===== src/rtl/warp_fetcher_pkg.sv =====
// warp_fetcher_pkg: shared compute-unit fetch types (warp slot state, fetch request) and helpers.
package warp_fetcher_pkg;

    localparam int unsigned DefPcWidth   = 32;
    localparam int unsigned DefWarpWidth = 32;
    localparam int unsigned DefNumWarps  = 8;

    typedef enum logic [1:0] {
        WS_FREE,
        WS_READY,
        WS_WAIT
    } warp_state_e;

    typedef struct packed {
        logic [DefPcWidth-1:0]           pc;
        logic [DefWarpWidth-1:0]         act_mask;
        logic [$clog2(DefNumWarps)-1:0]  warp_id;
        logic [$clog2(DefWarpWidth)-1:0] subwarp_id;
    } fetch_req_t;

    // Increment with wrap at n, for pointers over a non power-of-two range.
    function automatic int unsigned wrap_inc(input int unsigned v, input int unsigned n);
        return (v + 1 == n) ? 0 : v + 1;
    endfunction

endpackage


===== src/rtl/warp_fetcher_if.sv =====
// warp_fetcher_if: fetch request channel between the fetcher and the instruction cache.
//   fe_valid/fe_pc/fe_act_mask/fe_warp_id/fe_subwarp_id : request, driven by the fetcher (master)
//   ic_ready                                              : cache accepts the request (slave)
interface warp_fetcher_if #(
    parameter int unsigned PcWidth        = 32,
    parameter int unsigned WarpWidth      = 32,
    parameter int unsigned WidWidth       = 3,
    parameter int unsigned SubwarpIdWidth = 5
) ();

    logic                      fe_valid;
    logic [PcWidth-1:0]        fe_pc;
    logic [WarpWidth-1:0]      fe_act_mask;
    logic [WidWidth-1:0]       fe_warp_id;
    logic [SubwarpIdWidth-1:0] fe_subwarp_id;
    logic                      ic_ready;

    modport master (
        output fe_valid, fe_pc, fe_act_mask, fe_warp_id, fe_subwarp_id,
        input  ic_ready
    );

    modport slave (
        input  fe_valid, fe_pc, fe_act_mask, fe_warp_id, fe_subwarp_id,
        output ic_ready
    );

endinterface


===== src/rtl/warp_fetcher_rr_warp_arbiter.sv =====
// rr_warp_arbiter: round-robin find-first over a request vector starting at a pointer.
//   req_i   : per-warp request (READY) vector
//   start_i : index searched first; search wraps modulo N
//   valid_o : some request is set
//   idx_o   : first set index at or after start_i
module rr_warp_arbiter #(
    parameter int unsigned N = 8,
    parameter int unsigned W = N > 1 ? $clog2(N) : 1
) (
    input  logic [N-1:0] req_i,
    input  logic [W-1:0] start_i,
    output logic         valid_o,
    output logic [W-1:0] idx_o
);

    // Scan from farthest to nearest so the nearest request wins.
    always_comb begin
        valid_o = 1'b0;
        idx_o   = '0;
        for (int k = int'(N) - 1; k >= 0; k--) begin
            if (req_i[(int'(start_i) + k) % int'(N)]) begin
                valid_o = 1'b1;
                idx_o   = W'((int'(start_i) + k) % int'(N));
            end
        end
    end

endmodule


===== src/rtl/warp_fetcher.sv =====
// warp_fetcher: per-warp PC/mask/subwarp slots with round-robin fetch issue to the instruction cache.
//   clk_i, rst_ni      : clock, asynchronous active-low reset
//   start_*            : launch a warp into the lowest FREE slot (start_warp_id_o shows the slot)
//   fe (master)        : fetch request to the instruction cache, held stable until ic_ready
//   upd_*              : single-cycle re-arm (or stop) of a warp waiting on its fetch
//   warp_active_o      : per-slot "not FREE" flags
// Optional: WARP_FETCHER_UPD_BYPASS_EN lets a non-stop update issue in the same cycle.
module warp_fetcher
    import warp_fetcher_pkg::*;
#(
    parameter  int unsigned PcWidth        = 32,
    parameter  int unsigned NumWarps       = 8,
    parameter  int unsigned WarpWidth      = 32,
    localparam int unsigned WidWidth       = NumWarps > 1 ? $clog2(NumWarps) : 1,
    localparam int unsigned SubwarpIdWidth = WarpWidth > 1 ? $clog2(WarpWidth) : 1
) (
    input  logic                      clk_i,
    input  logic                      rst_ni,
    input  logic                      start_valid_i,
    output logic                      start_ready_o,
    input  logic [PcWidth-1:0]        start_pc_i,
    input  logic [WarpWidth-1:0]      start_act_mask_i,
    output logic [WidWidth-1:0]       start_warp_id_o,
    warp_fetcher_if.master            fe,
    input  logic                      upd_valid_i,
    input  logic [WidWidth-1:0]       upd_warp_id_i,
    input  logic [PcWidth-1:0]        upd_pc_i,
    input  logic [WarpWidth-1:0]      upd_act_mask_i,
    input  logic [SubwarpIdWidth-1:0] upd_subwarp_id_i,
    input  logic                      upd_stop_i,
    output logic [NumWarps-1:0]       warp_active_o
);

    warp_state_e               state_q [NumWarps];
    logic [PcWidth-1:0]        pc_q    [NumWarps];
    logic [WarpWidth-1:0]      mask_q  [NumWarps];
    logic [SubwarpIdWidth-1:0] sub_q   [NumWarps];
    logic                      lock_q;
    logic [WidWidth-1:0]       sel_q, rr_q;
    logic [NumWarps-1:0]       free_v, ready_v;
    logic                      arb_valid, valid, fire, start_fire, upd_hit, upd_load, byp_sel;
    logic [WidWidth-1:0]       arb_idx, sel_id;

    // Updates only count for a warp that is waiting on its fetch.
    assign upd_hit    = upd_valid_i && 32'(upd_warp_id_i) < NumWarps && state_q[upd_warp_id_i] == WS_WAIT;
    assign upd_load   = upd_hit && !upd_stop_i;
    assign start_fire = start_valid_i && start_ready_o;

    always_comb begin
        for (int i = 0; i < int'(NumWarps); i++) begin
            free_v[i]  = state_q[i] == WS_FREE;
            ready_v[i] = state_q[i] == WS_READY;
        end
`ifdef WARP_FETCHER_UPD_BYPASS_EN
        if (upd_load) ready_v[upd_warp_id_i] = 1'b1;
`endif
    end

    // Lowest FREE slot: scan high to low so the lowest index wins.
    always_comb begin
        start_warp_id_o = '0;
        for (int i = int'(NumWarps) - 1; i >= 0; i--)
            if (free_v[i]) start_warp_id_o = WidWidth'(i);
    end

    assign start_ready_o = |free_v;
    assign warp_active_o = ~free_v;

    rr_warp_arbiter #(
        .N (NumWarps),
        .W (WidWidth)
    ) u_arb (
        .req_i   (ready_v),
        .start_i (rr_q),
        .valid_o (arb_valid),
        .idx_o   (arb_idx)
    );

    // A stalled request keeps its warp so the payload cannot change under the cache.
    assign sel_id = lock_q ? sel_q : arb_idx;
    assign valid  = lock_q || arb_valid;
    assign fire   = valid && fe.ic_ready;

`ifdef WARP_FETCHER_UPD_BYPASS_EN
    assign byp_sel = upd_load && upd_warp_id_i == sel_id;
`else
    assign byp_sel = 1'b0;
`endif

    assign fe.fe_valid      = valid;
    assign fe.fe_warp_id    = valid ? sel_id : '0;
    assign fe.fe_pc         = !valid ? '0 : byp_sel ? upd_pc_i : pc_q[sel_id];
    assign fe.fe_act_mask   = !valid ? '0 : byp_sel ? upd_act_mask_i : mask_q[sel_id];
    assign fe.fe_subwarp_id = !valid ? '0 : byp_sel ? upd_subwarp_id_i : sub_q[sel_id];

    always_ff @(posedge clk_i or negedge rst_ni) begin
        if (!rst_ni) begin
            lock_q <= 1'b0;
            sel_q  <= '0;
            rr_q   <= '0;
            for (int i = 0; i < int'(NumWarps); i++) begin
                state_q[i] <= WS_FREE;
                pc_q[i]    <= '0;
                mask_q[i]  <= '0;
                sub_q[i]   <= '0;
            end
        end else begin
            lock_q <= valid && !fe.ic_ready;
            sel_q  <= sel_id;
            if (fire) rr_q <= WidWidth'(wrap_inc(32'(sel_id), NumWarps));
            for (int i = 0; i < int'(NumWarps); i++) begin
                if (start_fire && start_warp_id_o == WidWidth'(i)) begin
                    state_q[i] <= WS_READY;
                    pc_q[i]    <= start_pc_i;
                    mask_q[i]  <= start_act_mask_i;
                    sub_q[i]   <= '0;
                end else begin
                    if (upd_load && upd_warp_id_i == WidWidth'(i)) begin
                        pc_q[i]   <= upd_pc_i;
                        mask_q[i] <= upd_act_mask_i;
                        sub_q[i]  <= upd_subwarp_id_i;
                    end
                    // Issue wins: with bypass, a warp re-armed and fetched this cycle goes straight back to WAIT.
                    if (fire && sel_id == WidWidth'(i))
                        state_q[i] <= WS_WAIT;
                    else if (upd_hit && upd_warp_id_i == WidWidth'(i))
                        state_q[i] <= upd_stop_i ? WS_FREE : WS_READY;
                end
            end
        end
    end

    always_ff @(posedge clk_i) begin
        if (rst_ni && upd_valid_i)
            assert (upd_hit) else $warning("warp_fetcher: update to warp %0d not in WAIT ignored", upd_warp_id_i);
    end

endmodule


===== src/flat_wrapper.sv =====
// flat-port wrapper written by rule: the top's interface ports become plain ports
module warp_fetcher_flat import warp_fetcher_pkg::*;
#(
    parameter  int unsigned PcWidth        = 32,
    parameter  int unsigned NumWarps       = 8,
    parameter  int unsigned WarpWidth      = 32,
    localparam int unsigned WidWidth       = NumWarps > 1 ? $clog2(NumWarps) : 1,
    localparam int unsigned SubwarpIdWidth = WarpWidth > 1 ? $clog2(WarpWidth) : 1
)
  (clk_i, rst_ni, start_valid_i, start_ready_o, start_pc_i, start_act_mask_i, start_warp_id_o, upd_valid_i, upd_warp_id_i, upd_pc_i, upd_act_mask_i, upd_subwarp_id_i, upd_stop_i, warp_active_o, fe_fe_valid, fe_fe_pc, fe_fe_act_mask, fe_fe_warp_id, fe_fe_subwarp_id, fe_ic_ready);
  warp_fetcher_if #(.PcWidth(PcWidth), .WarpWidth(WarpWidth)) fe_i ();
  input  logic clk_i;
  input  logic rst_ni;
  input  logic start_valid_i;
  output logic start_ready_o;
  input  logic [PcWidth-1:0] start_pc_i;
  input  logic [WarpWidth-1:0] start_act_mask_i;
  output logic [WidWidth-1:0] start_warp_id_o;
  input  logic upd_valid_i;
  input  logic [WidWidth-1:0] upd_warp_id_i;
  input  logic [PcWidth-1:0] upd_pc_i;
  input  logic [WarpWidth-1:0] upd_act_mask_i;
  input  logic [SubwarpIdWidth-1:0] upd_subwarp_id_i;
  input  logic upd_stop_i;
  output logic [NumWarps-1:0] warp_active_o;
  output wire logic [$bits(fe_i.fe_valid)-1:0] fe_fe_valid;
  output wire logic [$bits(fe_i.fe_pc)-1:0] fe_fe_pc;
  output wire logic [$bits(fe_i.fe_act_mask)-1:0] fe_fe_act_mask;
  output wire logic [$bits(fe_i.fe_warp_id)-1:0] fe_fe_warp_id;
  output wire logic [$bits(fe_i.fe_subwarp_id)-1:0] fe_fe_subwarp_id;
  input wire logic [$bits(fe_i.ic_ready)-1:0] fe_ic_ready;
  assign fe_fe_valid = fe_i.fe_valid;
  assign fe_fe_pc = fe_i.fe_pc;
  assign fe_fe_act_mask = fe_i.fe_act_mask;
  assign fe_fe_warp_id = fe_i.fe_warp_id;
  assign fe_fe_subwarp_id = fe_i.fe_subwarp_id;
  assign fe_i.ic_ready = fe_ic_ready;
  warp_fetcher #(.PcWidth(PcWidth), .NumWarps(NumWarps), .WarpWidth(WarpWidth)) u_core (.clk_i(clk_i), .rst_ni(rst_ni), .start_valid_i(start_valid_i), .start_ready_o(start_ready_o), .start_pc_i(start_pc_i), .start_act_mask_i(start_act_mask_i), .start_warp_id_o(start_warp_id_o), .fe(fe_i), .upd_valid_i(upd_valid_i), .upd_warp_id_i(upd_warp_id_i), .upd_pc_i(upd_pc_i), .upd_act_mask_i(upd_act_mask_i), .upd_subwarp_id_i(upd_subwarp_id_i), .upd_stop_i(upd_stop_i), .warp_active_o(warp_active_o));
endmodule

===== config.mk =====
export PLATFORM = sky130hd
export DESIGN_NAME = warp_fetcher_flat
export DESIGN_NICKNAME = d
export VERILOG_FILES = /design/src/rtl/warp_fetcher_pkg.sv /design/src/rtl/warp_fetcher_if.sv /design/src/rtl/warp_fetcher_rr_warp_arbiter.sv /design/src/rtl/warp_fetcher.sv /design/src/flat_wrapper.sv
export SDC_FILE = /design/constraint.sdc
export NUM_CORES = 2
export LEC_CHECK = 0
export CAP_MARGIN = 20
export CORE_ASPECT_RATIO = 0.75
export CORE_UTILIZATION = 35
export DETAILED_ROUTE_END_ITERATION = 16
export GPL_TIMING_DRIVEN = 0
export PLACE_DENSITY = 0.59
export SETUP_SLACK_MARGIN = 0.2
export SLEW_MARGIN = 20
export SYNTH_ARGS = -nofsm -noshare
export SYNTH_HDL_FRONTEND = slang
export SYNTH_SLANG_ARGS = --single-unit

===== constraint.sdc =====
create_clock -name clk_i -period 5.9 [get_ports clk_i]
set_input_delay 0.885 -clock clk_i [delete_from_list [all_inputs] [get_ports clk_i]]
set_output_delay 0.885 -clock clk_i [all_outputs]
set_load 0.02 [all_outputs]

== Yosys cells after proc, flatten, opt, wreduce, memory -nomap -nowiden ==
Cells that the tools add are included.

* Eq/ne operators: 31
* Bitwise logic cells: 10
* Muxes and demuxes: 138
* Add/sub/neg operators: 8
* Reduce and logical (&&, ||, !) cells: 75
* Magnitude comparators: 10

{| class="wikitable"
|+ Operators with widths
! operator !! number
|-
| $mux W32 || 38
|-
| $bmux W32 S3 || 2
|-
| $mux W5 || 19
|-
| $mux W3 || 19
|-
| $mux W2 || 26
|-
| $logic_and A1 B1 Y1 || 37
|-
| $eq A3 B3 Y1 const B || 12
|-
| $lt A4 B5 Y1 const B || 7
|-
| $bmux W1 S3 || 8
|-
| $mux W1 || 24
|-
| $reduce_bool A3 Y1 || 8
|-
| $reduce_or A3 Y1 || 7
|-
| $eq A3 B2 Y1 const B || 6
|-
| $eq A2 B1 Y1 const B || 8
|-
| $logic_not A2 Y1 || 8
|-
| $reduce_bool A2 Y1 || 8
|-
| $bmux W5 S3 || 1
|-
| $add A3 B3 Y3 const B || 4
|-
| $eq A3 B1 Y1 const B || 3
|-
| $logic_not A3 Y1 || 3
|-
| $ge A4 B4 Y1 const B || 2
|-
| $not A3 Y4 || 2
|-
| $not A8 Y8 || 1
|-
| $reduce_or A8 Y1 || 1
|-
| 10 further kinds || 18
|}

* Output and inout port bits: 85
* Word-level logic and storage cells: 307
* Register bits: 575

== Longest topological paths before layout ==
* Depth in word-level cells: 20
* Depth in mapped cells: 17

== Hierarchy ==
Synthesis repeated with hierarchy kept, for this count alone.

* Cells, all modules: 2,885
* Area, all modules: 31,590.3 um^2

{| class="wikitable"
|+ Modules (own cells, without submodules)
! module !! area each (um^2) !! seq. area each (um^2) !! instances !! cells each
|-
| warp_fetcher || 30,808.3 || 14,388.8 || 1 || 2,795
|-
| rr_warp_arbiter || 782.0 || 0.0 || 1 || 90
|}

== Worst setup path after synthesis ==
No wires, ideal clock.

* Path type: reg-to-output
* From: register u_core.rr_q[0]
* To: output port fe_fe_pc[21]
* Stages on the path, launching flop included: 16
* Arrival: 3.533 ns
* Path slack: 1.482 ns
* Cells stage by stage: dfrtp_1 -> inv_2 -> ha_1 -> clkbuf_1 -> inv_1 -> mux4_2 -> o21ai_0 -> a2111oi_0 -> o211ai_1 -> nand3b_1 -> inv_2 -> o21ai_1 -> buf_2 -> buf_2 -> a21oi_1 -> or4_1

* Cells in the longest elaborated chain, start to end: 18

{| class="wikitable"
|+ RTL lines
! what !! line !! source
|-
| from (decl) || warp_fetcher.sv:39 || <nowiki>logic [WidWidth-1:0] sel_q, rr_q;</nowiki>
|-
| from (signal assigned) || warp_fetcher.sv:110 || <nowiki>if (fire) rr_q <= WidWidth'(wrap_inc(32'(sel_id), NumWarps));</nowiki>
|-
| $add A3 B3 Y3 || warp_fetcher_rr_warp_arbiter.sv:21, warp_fetcher_rr_warp_arbiter.sv:23 ||
|-
| $bmux W1 S3 || warp_fetcher_rr_warp_arbiter.sv:21 || <nowiki>if (req_i[(int'(start_i) + k) % int'(N)]) begin</nowiki>
|-
| $mux W1 (implied by the code) (2 in a row) || warp_fetcher_rr_warp_arbiter.sv:21 ||
|-
| $mux W3 (7 in a row) || warp_fetcher_rr_warp_arbiter.sv:21 ||
|-
| $mux W3 * || warp_fetcher_rr_warp_arbiter.sv:21 ||
|-
| $mux W3 * || warp_fetcher.sv:80 || <nowiki>assign sel_id = lock_q ? sel_q : arb_idx;</nowiki>
|-
| named net u_core.sel_id[2] || warp_fetcher.sv:42 || <nowiki>logic [WidWidth-1:0] arb_idx, sel_id;</nowiki>
|-
| $not A3 Y4 (implied by the code) * || warp_fetcher.sv:92 || <nowiki>assign fe.fe_pc = !valid ? '0 : byp_sel ? upd_pc_i : pc_q[sel_id];</nowiki>
|-
| $bmux W32 S3 * || warp_fetcher.sv:92 ||
|-
| $mux W32 (implied by the code) * (2 in a row) || warp_fetcher.sv:92 ||
|-
| $mux W32 * || warp_fetcher.sv:92 ||
|-
| to (decl) || flat_wrapper.sv:27 || <nowiki>output wire logic [$bits(fe_i.fe_pc)-1:0] fe_fe_pc;</nowiki>
|}

The timed path passes the listed nets; every way through them passes the cells marked *. The select of a mux whose other input is x is not followed.

== Worst setup path after layout ==
* From: register u_core.rr_q[0]
* To: output port fe_fe_act_mask[25]

* Cells in the longest elaborated chain, start to end: 18

{| class="wikitable"
|+ RTL lines
! what !! line !! source
|-
| $add A3 B3 Y3 || warp_fetcher_rr_warp_arbiter.sv:21, warp_fetcher_rr_warp_arbiter.sv:23 ||
|-
| $bmux W1 S3 || warp_fetcher_rr_warp_arbiter.sv:21 ||
|-
| $mux W1 (implied by the code) (2 in a row) || warp_fetcher_rr_warp_arbiter.sv:21 ||
|-
| $mux W3 (8 in a row) || warp_fetcher_rr_warp_arbiter.sv:21 ||
|-
| $mux W3 || warp_fetcher.sv:80 ||
|-
| $not A3 Y4 (implied by the code) || warp_fetcher.sv:93 || <nowiki>assign fe.fe_act_mask = !valid ? '0 : byp_sel ? upd_act_mask_i : mask_q[sel_id];</nowiki>
|-
| $bmux W32 S3 || warp_fetcher.sv:93 ||
|-
| $mux W32 (implied by the code) (2 in a row) || warp_fetcher.sv:93 ||
|-
| $mux W32 * || warp_fetcher.sv:93 ||
|-
| to (decl) || flat_wrapper.sv:28 || <nowiki>output wire logic [$bits(fe_i.fe_act_mask)-1:0] fe_fe_act_mask;</nowiki>
|}

Mark *: on every way between the ends. The rest lies on a longest branch, timed or not. The select of a mux whose other input is x is not followed.

==> impl_metrics.tcl <==
set metrics [dict create \
    status "finished, final reports clean" \
    avgSynthCellArea_um2 8.24 \
    clk_pin_slew_ps 60 \
    io_pins 227 \
    wl_per_cell_um 24.8 \
    grt_max_degree 93 \
    cts_hold_buffers 0 \
    synth_cell_types 62 \
    end_kind "output port" \
    synth-async-reset-ratio_pct 100 \
    start_kind "register" \
    viasPerCell 5.88 \
    wirelength_um 134000 \
    die-area_um2 94100 \
    synth_cells 3944 \
    slew_viol_final 0 \
    clock_skew_ps 15.9 \
    fmax_mhz 179 \
    syn2layout_area_growth_pct 16.1 \
    root_buffer "clkbuf_16" \
    cts_buffer_depth 3 \
    setup_viol 0 \
    r2r_slack_ps 630 \
    cap_violations 0 \
    worst-path-max-fanout 10 \
    clock-sinks 575 \
    dr.first_iter.drc_count 3769 \
    clock_latency_ps 670 \
    fin_nets 4270 \
    path_class "reg -> out" \
    io_buffer_count 91 \
    fin_crit_sh_pct 94.9 \
    grt_pass1_wl_um 200000 \
    die_h_um 266 \
    antenna_found_initial 13 \
    first_pass_iters 7 \
    synth_warnings 0 \
    grt_pass1_vias 30137 \
    r2r_cells 11 \
    drc 0 \
    synth_seq_cells 575 \
    synth-edff-count 0 \
    required_ps 5020 \
    place_congestion 0.922 \
    grt_usage_pct 27.9 \
    ant_nets 0 \
    fp-row-count 96 \
    worst-endpoint-arrival_ps 4720 \
    r2r_end "u_core.pc_q[28]" \
    hold_class "in -> async" \
    start_util_pct 35.4 \
    worstMarginPinSlew_ps 1230 \
    ff_latch_area_um2 14400 \
    cts_tree "yes" \
    cts_buffers 60 \
    syn-num-nets 4090 \
    n_fill_cell 9531 \
    relSlewSlack_pct 17.8 \
    drive_gt1_share_pct 7.60 \
    synth_flop_cell "dfrtp_1" \
    seq_area_frac_synth_pct 44.3 \
    finalHoldViolations 0 \
    core_area_um2 91800 \
    fin_crit_ps 5600 \
    hpwl_um 96800 \
    syn_area_um2 32500 \
    h-tree-depth 2 \
    fp.dieW_um 354 \
    multi_input_area_um2 16400 \
    rsz0062_at_grt "no" \
    vias 31751 \
    gr-total-overflow 0 \
    post-route-util_pct 41.1 \
    r2r-start "u_core.state_q[12]" \
]
-- cells in the final DEF (no fill, tap or decap), types with 7 or more instances in the layout --
| cell | n |
|---|---|
| buf_2 | 17 |
| o21ai_0 | 706 |
| a31oi_1 | 65 |
| nand3_1 | 290 |
| buf_16 | 7 |
| dfrtp_1 | 574 |
| nor2b_1 | 15 |
| buf_1 | 148 |
| bufinv_16 | 10 |
| or4_4 | 13 |
| clkbuf_16 | 61 |
| clkbuf_2 | 74 |
| mux2i_1 | 401 |
| o22ai_1 | 37 |
| mux4_2 | 10 |
| or4_1 | 57 |
| a21oi_1 | 286 |
| o21a_1 | 7 |
| clkbuf_4 | 20 |
| a22oi_1 | 34 |
| clkdlybuf4s15_2 | 7 |
| clkdlybuf4s15_1 | 15 |
| nor2_1 | 153 |
| clkdlybuf4s50_1 | 21 |
| dlygate4sd2_1 | 8 |
| buf_4 | 29 |
| clkbuf_1 | 258 |
| nand2_1 | 687 |
| nand2b_1 | 15 |
| clkbuf_8 | 17 |
| inv_1 | 17 |
-- what timing repair did --
item,in CTS,in global routing
cloned,0,0
pin swaps,4,8
endpoints found under the setup margin,70,69
setup buffers,11,8
resized for setup,226,122
hold endpoints to repair,0,0
-- final cells by class --
cell class	instances	area share [%]
multi-input combinational	2864	43.4
sequential	575	38.2
buffer	481	5.53
clock buffer	93	4.68
tap	1225	4.06
timing repair buffer	119	3.02
clock inverter	17	0.909
inverter	23	0.259
antenna	4	0.0265
-- layer usage --
metal  global-route usage (%)  part of all wire, %
met1                     40.6                   45
met2                     39.2                   41
met3                     8.75                   11
met4                     8.01                  3.1
met5                        0                0.052
-- how the worst max path moves through the flow --
| stage | start | endpoint | slack, ps | depth (start not counted) |
|---|---|---|---|---|
| 6_report | u_core.rr_q[0] | fe_fe_act_mask[25] | 300 | 13 |
| 5_1_grt | u_core.rr_q[0] | fe_fe_subwarp_id[3] | 190 | 12 |
| 4_1_cts | u_core.rr_q[0] | fe_fe_pc[30] | 200 | 15 |
| 3_5_place_dp | u_core.rr_q[0] | fe_fe_pc[29] | -650 | 16 |
| 3_3_place_gp | rst_ni | u_core.pc_q[88] | -23820 | 1 |
| 2_1_floorplan | u_core.rr_q[0] | fe_fe_pc[21] | 1480 | 15 |
-- registers in the layout (all words and copies together) (netlist names) --
| name | count |
|---|---|
| u_core.mask_q | 256 |
| u_core.state_q | 16 |
| u_core.rr_q | 3 |
| u_core.lock_q | 1 |
| u_core.pc_q | 256 |
| u_core.sub_q | 40 |
| u_core.sel_q | 3 |
-- Yosys cell counts, types with 34 or more instances --
library cell	number	share of area (%)
mux2i_1	401	12
a22oi_1	34	0.79
buf_1	152	1.8
nor2_1	153	1.8
o21ai_0	709	11
a31oi_1	65	1.3
nand3_1	291	4.5
nand2_1	688	7.9
dfrtp_1	575	44
or4_1	70	1.6
a21oi_1	290	4.5
clkbuf_1	302	3.5
o22ai_1	37	0.71
-- critical path: stages (launching register included) --
cell and delay (ps):
dfrtp_2 450, ha_1 310, xnor2_2 230, mux4_2 580, a211oi_2 230, o21ai_1 120
a221o_1 380, clkbuf_8 200, buf_6 200, buf_2 210, nand3_1 110, a21oi_1 120
or4_1 580, clkdlybuf4s15_1 320
-- cells by family (layout without fill, tap and decap cells) --
logic type               Yosys count  in the layout  synth area share, %
XOR/XNOR                           3              3               0.0809
multiplexers                     414            414                 13.1
adder cells (fa/ha/maj)            4              4                0.154
AND/OR/NAND/NOR                 1268           1268                 17.2
buffers and inverters            505            733                 6.00
flip-flops                       575            575                 44.3
AO/OA/AOI/OAI                   1175           1175                 19.2
other                              0              4                    0
-- per-stage QoR --
step	hold WS [ps]	worst slack (ps)	setup TNS, ps	cells	cell area, um^2
2_1_floorplan	432	1480	0	3944	32500
3_3_place_gp	443	-23820	-	5260	34900
3_5_place_dp	450	-645	-25380	5269	35200
4_1_cts	125	200	0	5390	37700
5_1_grt	148	192	0	5397	37700
6_report	127	299	0	5401	37700
Power is not shown: default switching activity piles up to over one toggle a cycle in this logic, so the estimate is an artifact.
